File: config.mk
export PLATFORM = sky130hd
export DESIGN_NAME = ball_motion
export DESIGN_NICKNAME = d
export VERILOG_FILES = /design/src/rtl/ball_motion.sv
export SDC_FILE = /design/constraint.sdc
export NUM_CORES = 1
export LEC_CHECK = 0
export BUFFER_PORTS_ARGS = -buffer_cell sky130_fd_sc_hd__buf_2
export CORE_MARGIN = 10
export CORE_UTILIZATION = 45
export DETAILED_ROUTE_END_ITERATION = 10
export PLACE_DENSITY = 0.84
export SYNTH_ARGS = -nofsm -noshare
export SYNTH_HDL_FRONTEND = slang
export SYNTH_SLANG_ARGS = --single-unit
File: constraint.sdc
create_clock -name clock -period 4.4 [get_ports clock]
set_input_delay 0.88 -clock clock [delete_from_list [all_inputs] [get_ports clock]]
set_output_delay 0.88 -clock clock [all_outputs]
set_load 0.01 [all_outputs]
File: src/rtl/ball_motion.sv
// Breakout-style ball motion engine on a 16x16 grid.
// The ball waits on the paddle (IDLE), flies on game ticks (MOVE), pauses one
// tick after falling past the paddle (LOST) and freezes once all balls are
// spent (OVER). Wall, ceiling, brick and paddle reflections are resolved on the
// same tick the ball moves, so a flipped ball steps away from the obstacle.
module ball_motion #(
  parameter int LIVES_INIT = 3,
  parameter int PADDLE_W   = 4
) (
  input  logic        clock,
  input  logic        reset,
  input  logic        tick,
  input  logic        launch,
  input  logic [3:0]  paddle_col,
  input  logic [55:0] bricks,
  output logic [3:0]  ball_row,
  output logic [3:0]  ball_col,
  output logic [1:0]  ball_dir,
  output logic        brick_hit,
  output logic [2:0]  lives,
  output logic        game_over
);

  typedef enum logic [1:0] {
    S_IDLE,
    S_MOVE,
    S_LOST,
    S_OVER
  } state_t;

  state_t      state_q, state_d;
  logic [3:0]  row_q, row_d;
  logic [3:0]  col_q, col_d;
  logic [1:0]  dir_q, dir_d;
  logic        hit_q, hit_d;
  logic [2:0]  lives_q, lives_d;
  logic        over_q, over_d;

  // Resting position above the paddle; clamp at the right edge.
  logic [3:0]  home_col;

  // One-step motion candidates, computed from the current ball state.
  logic        wall_flip;
  logic        dir_h;
  logic [3:0]  next_col;
  logic        row_has_bricks;
  logic [2:0]  brick_row;
  logic [5:0]  brick_idx;
  logic        brick_here;
  logic [4:0]  paddle_end;
  logic        on_paddle;
  logic        flip_v;
  logic        brick_flip;
  logic        falls_out;
  logic        dir_v;
  logic [3:0]  next_row;

  // Geometry of a single game step: horizontal reflection first, then the
  // vertical decision using the already-reflected column.
  always_comb begin
    home_col  = (paddle_col == 4'd15) ? 4'd15 : paddle_col + 4'd1;

    wall_flip = ((col_q == 4'd0) && !dir_q[0]) || ((col_q == 4'd15) && dir_q[0]);
    dir_h     = dir_q[0] ^ wall_flip;
    next_col  = dir_h ? col_q + 4'd1 : col_q - 4'd1;

    // Brick rows 1..7 are reached from ball rows 2..8 moving up.
    row_has_bricks = (row_q >= 4'd2) && (row_q <= 4'd8);
    brick_row      = 3'(row_q - 4'd2);
    brick_idx      = {brick_row, next_col[3:1]};
    brick_here     = row_has_bricks && bricks[brick_idx];

    paddle_end = {1'b0, paddle_col} + 5'(PADDLE_W - 1);
    on_paddle  = ({1'b0, next_col} >= {1'b0, paddle_col}) &&
                 ({1'b0, next_col} <= paddle_end);

    flip_v     = 1'b0;
    brick_flip = 1'b0;
    falls_out  = 1'b0;
    if (!dir_q[1]) begin
      if (row_q == 4'd0) begin
        flip_v = 1'b1;
      end else if (brick_here) begin
        flip_v     = 1'b1;
        brick_flip = 1'b1;
      end
    end else if (row_q == 4'd14) begin
      if (on_paddle) begin
        flip_v = 1'b1;
      end else begin
        falls_out = 1'b1;
      end
    end

    dir_v    = dir_q[1] ^ flip_v;
    next_row = dir_v ? row_q + 4'd1 : row_q - 4'd1;
  end

  // Next-state and output register values for the game FSM.
  always_comb begin
    state_d = state_q;
    row_d   = row_q;
    col_d   = col_q;
    dir_d   = dir_q;
    hit_d   = 1'b0;
    lives_d = lives_q;

    case (state_q)
      S_IDLE: begin
        row_d = 4'd14;
        col_d = home_col;
        dir_d = 2'b01;
        if (launch) begin
          state_d = S_MOVE;
        end
      end
      S_MOVE: begin
        if (tick) begin
          row_d = next_row;
          col_d = next_col;
          dir_d = {dir_v, dir_h};
          hit_d = brick_flip;
          if (falls_out) begin
            state_d = S_LOST;
            lives_d = (lives_q == 3'd0) ? 3'd0 : lives_q - 3'd1;
          end
        end
      end
      S_LOST: begin
        if (tick) begin
          if (lives_q != 3'd0) begin
            state_d = S_IDLE;
            row_d   = 4'd14;
            col_d   = home_col;
            dir_d   = 2'b01;
          end else begin
            state_d = S_OVER;
          end
        end
      end
      S_OVER: begin
        state_d = S_OVER;
      end
      default: begin
        state_d = S_IDLE;
      end
    endcase

    over_d = (state_d == S_OVER);
  end

  // State and output registers; reset overrides every other input.
  always_ff @(posedge clock) begin
    if (reset) begin
      state_q <= S_IDLE;
      row_q   <= 4'd14;
      col_q   <= home_col;
      dir_q   <= 2'b01;
      hit_q   <= 1'b0;
      lives_q <= 3'(LIVES_INIT);
      over_q  <= 1'b0;
    end else begin
      state_q <= state_d;
      row_q   <= row_d;
      col_q   <= col_d;
      dir_q   <= dir_d;
      hit_q   <= hit_d;
      lives_q <= lives_d;
      over_q  <= over_d;
    end
  end

  assign ball_row  = row_q;
  assign ball_col  = col_q;
  assign ball_dir  = dir_q;
  assign brick_hit = hit_q;
  assign lives     = lives_q;
  assign game_over = over_q;

endmodule

# Word level (Yosys, flattened, before mapping)
# Cells that the tools add are included.
op_classes:
  n_addsub: 8
  n_mux: 33
  eq_ne: 13
  n_bitwise: 4
  n_reduce_logical: 18
  magnitude_cmp: 5
op_table:
  columns: ["operator", "count"]
  rows:
  - ["4-bit 2-to-1 mux", 10]
  - ["4-bit case mux with 3 select lines", 2]
  - ["2-bit 2-to-1 mux", 8]
  - ["4-bit by 1-bit adder with 4-bit output (second input constant)", 3]
  - ["4-bit equality test (second input constant)", 3]
  - ["1-bit 2-to-1 mux", 9]
  - ["3-bit inequality test (second input constant)", 3]
  - ["4-bit logical NOT", 2]
  - ["2-bit case mux with 4 select lines", 1]
  - ["4-bit AND reduction", 2]
  - ["4-bit by 1-bit subtractor with 4-bit output (second input constant)", 2]
  - ["6-bit by 7-bit < comparator with 1-bit output (second input constant)", 1]
  - ["1-bit binary-select mux with 6-bit select", 1]
  - ["2-bit equality test (second input constant)", 3]
  - ["2-bit inequality test (second input constant)", 3]
  - ["2-bit case mux with 3 select lines", 1]
  - ["3-bit nonzero test", 2]
  - ["4-bit by 2-bit adder with 5-bit output (second input constant)", 1]
  - ["4-bit by 5-bit less-or-equal comparator with 1-bit output", 1]
  - ["1-bit logical AND", 5]
  - ["5-bit OR reduction", 1]
  - ["4-bit by 2-bit >= comparator with 1-bit output (second input constant)", 1]
  - ["4-bit >= comparator", 1]
  - ["4-bit less-or-equal comparator (second input constant)", 1]
  - ["12 further kinds", 14]
totals:
  reg_bits: 17
  inputBits: 64
  out_inout_bits: 15

# Logic depth before layout (Yosys ltp)
depth:
  word_depth: 15
  mapped_depth: 26

# Worst setup path after synthesis
# No wires, ideal clock.
synth_path:
  kind: "reg-to-reg"
  startpoint: "register col_q[2] (netlist: ball_col[2])"
  endpoint: "register row_q[3] (netlist: ball_row[3])"
  setup_slack_ps: 230
  stages_incl_launch_ff: 26
  t_arrival_ps: 4046
  required_ps: 4276
  path_cell_list: "edfxtp_1 -> buf_2 -> nor3_1 -> nor2_1 -> nor2_1 -> a21oi_1 -> ha_1 -> nor2_1 -> mux2i_2 -> o31ai_4 -> nor2_4 -> inv_4 -> ha_1 -> a21oi_1 -> a21oi_1 -> o22ai_1 -> nand2b_1 -> inv_1 -> nor3_1 -> inv_1 -> ha_1 -> a21o_1 -> a21oi_1 -> or4_1 -> a21oi_1 -> a211oi_1"
synth_via:
  elab_chain_len: 15
  elab_cells_between_ends: 24
synth_lines:
  columns: ["element", "line", "text"]
  rows:
  - ["start, declared", "33", "logic [3:0] col_q, col_d;"]
  - ["start signal, assigned", "157", "col_q <= home_col;"]
  - ["start signal, assigned", "165", "col_q <= col_d;"]
  - ["4-bit equality test / 4-bit logical NOT (equally long branches)", "63", "wall_flip = ((col_q == 4'd0) && !dir_q[0]) || ((col_q == 4'd15) && dir_q[0]);"]
  - ["1-bit logical AND", "63", null]
  - ["1-bit logical OR", "63", null]
  - ["1-bit XOR", "64", "dir_h = dir_q[0] ^ wall_flip;"]
  - ["4-bit 2-to-1 mux (*)", "65", "next_col = dir_h ? col_q + 4'd1 : col_q - 4'd1;"]
  - ["1-bit binary-select mux with 6-bit select", "71", "brick_here = row_has_bricks && bricks[brick_idx];"]
  - ["1-bit 2-to-1 mux (not written as such)", "71", null]
  - ["1-bit logical AND", "71", null]
  - ["1-bit 2-to-1 mux", "83", "end else if (brick_here) begin"]
  - ["1-bit 2-to-1 mux", "81", "if (row_q == 4'd0) begin"]
  - ["1-bit 2-to-1 mux (*)", "80", "if (!dir_q[1]) begin"]
  - ["1-bit XOR (*)", "95", "dir_v = dir_q[1] ^ flip_v;"]
  - ["4-bit 2-to-1 mux (*)", "96", "next_row = dir_v ? row_q + 4'd1 : row_q - 4'd1;"]
  - ["4-bit 2-to-1 mux (*)", "118", "if (tick) begin"]
  - ["4-bit case mux with 3 select lines (*)", "108", "case (state_q)"]
  - ["end signal, assigned", "164", "row_q <= row_d;"]
  - ["end, declared", "32", "logic [3:0] row_q, row_d;"]
# Every way passes the cells marked *; elsewhere a longest branch is shown, timed or not. The select of a mux whose other input is x is not followed.
# A chain may end at the register's enable or synchronous reset.

# Final worst setup path
layout_path:
  startpoint: "register col_q[0] (netlist: ball_col[0])"
  endpoint: "register row_q[3] (netlist: ball_row[3])"
# The elaborated chain is that of the path after synthesis.

==> metrics.md <==
| Metric | Value |
|---|---|
| Netlist Area Pre-Place | `0.002004 mm^2` |
| CTS Buf Count | `3` |
| Util after Layout | `61.78%` |
| Crit path launch type | `register` |
| Sequential area share after synthesis | `18.98%` |
| Fmax | `231.6 MHz` |
| # port buffers | `78` |
| Die area | `0.007524 mm^2` |
| Initial antenna violation count | `0` |
| Htree depth | `1` |
| Slowest CP cell | `or4_1` |
| Switching part of the total power | `47.21%` |
| Seq cells post-synth | `17` |
| Syn Inst Count | `240` |
| Worst Reg-to-Reg Cells | `24` |
| Initial Utilization | `46.35%` |
| Die Span X | `86.74 um` |
| Multi-input logic area | `0.001583 mm^2` |
| Post-DP HPWL | `4866 um` |
| Final instance count without filler cells | `376` |
| Via-per-instance ratio | `5.782` |
| Vias in the first global route | `2097` |
| Share of layout cells above drive strength 1 | `41.67%` |
| Clock transition at path regs | `0.07 ns` |
| Max incr delay on CP | `0.51 ns` |
| Pint | `1.052 mW` |
| Area growth syn-to-layout | `33.27%` |
| Crit path required time | `4.53 ns` |
| First-pass iteration count of the detailed router | `4` |
| Arrival time worst endpoint | `4.45 ns` |
| Placed cell count | `361` |
| PwrDens | `745.7 mW/mm^2` |
| Core Rows | `24` |
| Hold_sp | `lives[1]$_SDFFE_PP1P_` |
| Worst vdd ir | `0.0004280 V` |
| Hold Path Depth | `2` |
| Most used cell, CP | `a21oi_2` |
| Final WL | `6446 um` |
| Fillers | `364` |
| HP Class | `reg2reg` |
| Min Tclk post-route | `4.317 ns` |
| Leak pwr | `1.237 nW` |
| Syn Nets | `324` |
| Sequential power share | `14.4%` |
| Worst rel slew slack | `51.47%` |
| Status | `finished clean` |
| Final setup viols | `0` |
| Setup Skew | `0.004144 ns` |
| Combinational share of power | `79.5%` |
| Clock buffer depth | `2` |
| Pre-CTS WS | `0.05632 ns` |
| Clk sinks | `17` |
| Reg-to-reg endpoint | `ball_row[3]$_SDFFE_PP1P_` |
| FF-to-FF Start | `ball_col[0]$_DFFE_PP_` |
| Syn avg cell area | `8.352 um^2` |
| Core area | `0.004324 mm^2` |
| IO Pins | `79` |
| NetSw | `940.4 uW` |
| Most common cell after layout, fill and taps aside | `buf_2` |
| WL/cell | `17.14 um` |
| YS warnings | `0` |
| Antenna diode count | `0` |
| Max cap viols | `0` |
| Die height | `86.74 um` |
| Synth Area in Compound Gates | `20.91%` |
| Worst hold endpoint | `lives[1]$_SDFFE_PP1P_` |
| GRT Util Overall | `14.34%` |
| Largest family of logic cells by synthesized area | `compound AO/OA/AOI/OAI gates` |
| Netlist cell types | `49` |
| Max-slew violations | `0` |
| R2r setup slk | `0.08 ns` |
| Final critical-path share of the clock period | `98.12%` |
| Setup Crit Path Kind | `reg2reg` |
| Crit. End Element | `register` |
| Final net count | `409` |
| Largest net degree at the start of global routing | `19` |
| Post-synthesis mux area share | `19.23%` |
| Root Buffer | `clkbuf_8` |
| Post-route ant nets | `0` |
| Slew of the pin with the lowest slew margin | `0.7269 ns` |
| Overflow after GRT | `0` |
| Sequential standard cell area | `380.4 um^2` |
| Clock power frac | `6.1%` |
| Initial DRC count | `156` |
| Crit-path max FO | `5` |
| Final Hold Fails | `0` |
| CP bufs+invs | `3` |
| Worst-Skew Late Latency | `0.26 ns` |
| Synth Area in XOR/XNOR | `2.185%` |
| Critical Path, Cell by Cell | `nor3_2, nor2_1, nor2_1, a21oi_2, ha_2, nor2_2, mux2i_2, o31ai_4, nor2_4, clkinv_4, ha_4, a21oi_4, a21oi_2, o22ai_2, nand2b_4, inv_2, nor3_4, inv_2, ha_1, a21o_1, a21oi_2, or4_1, a21oi_2, a211oi_1` |
| Commonest non-fill, non-tap cells in the layout | `buf_2 (78), nor2_1 (18), o21ai_0 (18)` |
| Cell family with most CP delay | `simple AND/OR/NAND/NOR gates` |
| CTS tree | `built` |
| GPL Wtd Cong | `0.8398` |
| DRC viols | `0` |
| Final worst slack | `0.08284 ns` |
| Vias | `2174` |
| Post-Synth Adder-Cell Area | `12.86%` |
| First-pass GRT wire length | `9246 um` |
| Worst path depth | `24` |
| Synth Area in Simple Gates | `19.04%` |
==> power groups by stage <==
stage	Clock, mW	Combinational (mW)	Sequential, mW
2_1_floorplan	0	1.01	0.261
3_3_place_gp	0	1.21	0.278
3_5_place_dp	0	1.25	0.285
4_1_cts	0.122	1.26	0.281
5_1_grt	0.128	1.71	0.294
6_report	0.121	1.58	0.287
==> cell type report <==
| cell class | instances | share of cell area, % |
|---|---|---|
| clock buffer | 3 | 1.546 |
| inverter | 19 | 2.951 |
| multi-input combinational | 190 | 59.25 |
| sequential | 17 | 14.24 |
| clock inverter | 1 | 0.1874 |
| timing repair buffer | 94 | 19.39 |
| tap | 52 | 2.436 |
==> cell usage after synthesis (all sizes together) <==
master	number	share of area [%]
nand3b	3	1.1
nor3	6	1.5
nand2	12	2.2
a311oi	1	0.44
buf	6	1.5
and3	2	0.62
dfxtp	13	13
o22ai	2	0.62
o41ai	1	0.44
fa	1	1.0
and2	3	0.94
nor2	22	4.6
nor2b	3	0.94
o311a	1	0.50
a21o	2	0.75
ha	19	12
o21ai	20	5.0
xor2	4	1.7
mux2i	13	6.7
clkbuf	8	1.5
o211ai	2	0.75
o221a	1	0.56
or4	2	0.75
a211o	2	0.87
a2bb2oi	1	0.44
inv	19	3.8
nand3	9	2.2
xnor2	1	0.44
o31ai	4	2.2
o31a	1	0.44
nand2b	8	2.5
a211oi	3	1.1
nand4	4	1.2
mux4	10	11
edfxtp	4	6.0
a31oi	4	1.2
a22oi	1	0.37
a41o	1	0.50
mux2	2	1.3
a21oi	17	4.2
or2	1	0.31
o2111ai	1	0.44
==> kinds of logic (layout without fill, tap and decap cells) <==
family / count (synthesis) / after routing
buf+inv: 33 / 117
simple gates: 75 / 75
compound gates: 65 / 65
fa+ha+maj: 20 / 20
flops: 17 / 17
xor+xnor: 5 / 5
mux: 25 / 25
==> worst max path at each step <==
| stage | from | to | slack (ns) |
|---|---|---|---|
| floorplan | ball_col[2]$_DFFE_PP_ | ball_row[3]$_SDFFE_PP1P_ | 0.23 |
| global placement | ball_col[0]$_DFFE_PP_ | ball_row[3]$_SDFFE_PP1P_ | 0.29 |
| detailed placement | ball_col[0]$_DFFE_PP_ | ball_row[3]$_SDFFE_PP1P_ | 0.06 |
| CTS | ball_col[0]$_DFFE_PP_ | ball_row[3]$_SDFFE_PP1P_ | 0.03 |
| global route | ball_col[0]$_DFFE_PP_ | ball_row[3]$_SDFFE_PP1P_ | -0.16 |
| finish | ball_col[0]$_DFFE_PP_ | ball_row[3]$_SDFFE_PP1P_ | 0.08 |
==> worst register-to-register path, delay by kind of cell (launching register included) <==
kind                       cells  cell delay [ns]
muxes                          1             0.11
DFF                            1             0.47
AOI/OAI and AO/OA              9             1.23
adders and majority gates      3             0.71
and+or+nand+nor                8             1.48
buffers and inverters          3             0.21
==> metrics by stage <==
stage / TNS (ns) / hold slack (ns) / power (mW) / area, um^2
after floorplan: 0 / 0.5215 / 1.268 / 2004
after global routing: -0.1564 / 0.5662 / 2.136 / 2671
after global placement: 0 / 0.5098 / 1.492 / 2437
final: 0 / 0.5479 / 1.992 / 2671
after CTS: 0 / 0.5417 / 1.661 / 2484
after detailed placement: 0 / 0.5139 / 1.534 / 2437
==> flip-flops by register name, indices dropped and copies added, names as in the netlist <==
| signal | count |
|---|---|
| ball_dir | 2 |
| brick_hit | 1 |
| ball_row | 4 |
| lives | 3 |
| game_over | 1 |
| state_q | 2 |
| ball_col | 4 |
==> per-layer routing <==
layer,vias to the layer above,part of all wire (%),track usage [%]
met5,-,0,0
met4,0,0.85,2.504
met3,8,8.5,4.690
met2,81,52,26.24
met1,1031,39,15.78
li1,1054,-,-
==> what timing repair did <==
action	in CTS	in global routing
hold endpoints to repair	0	0
buffers inserted	0	11
endpoints found under the setup margin	0	1
hold buffers	0	0
gates resized for setup	0	26
(Power assumes the default switching activity.)
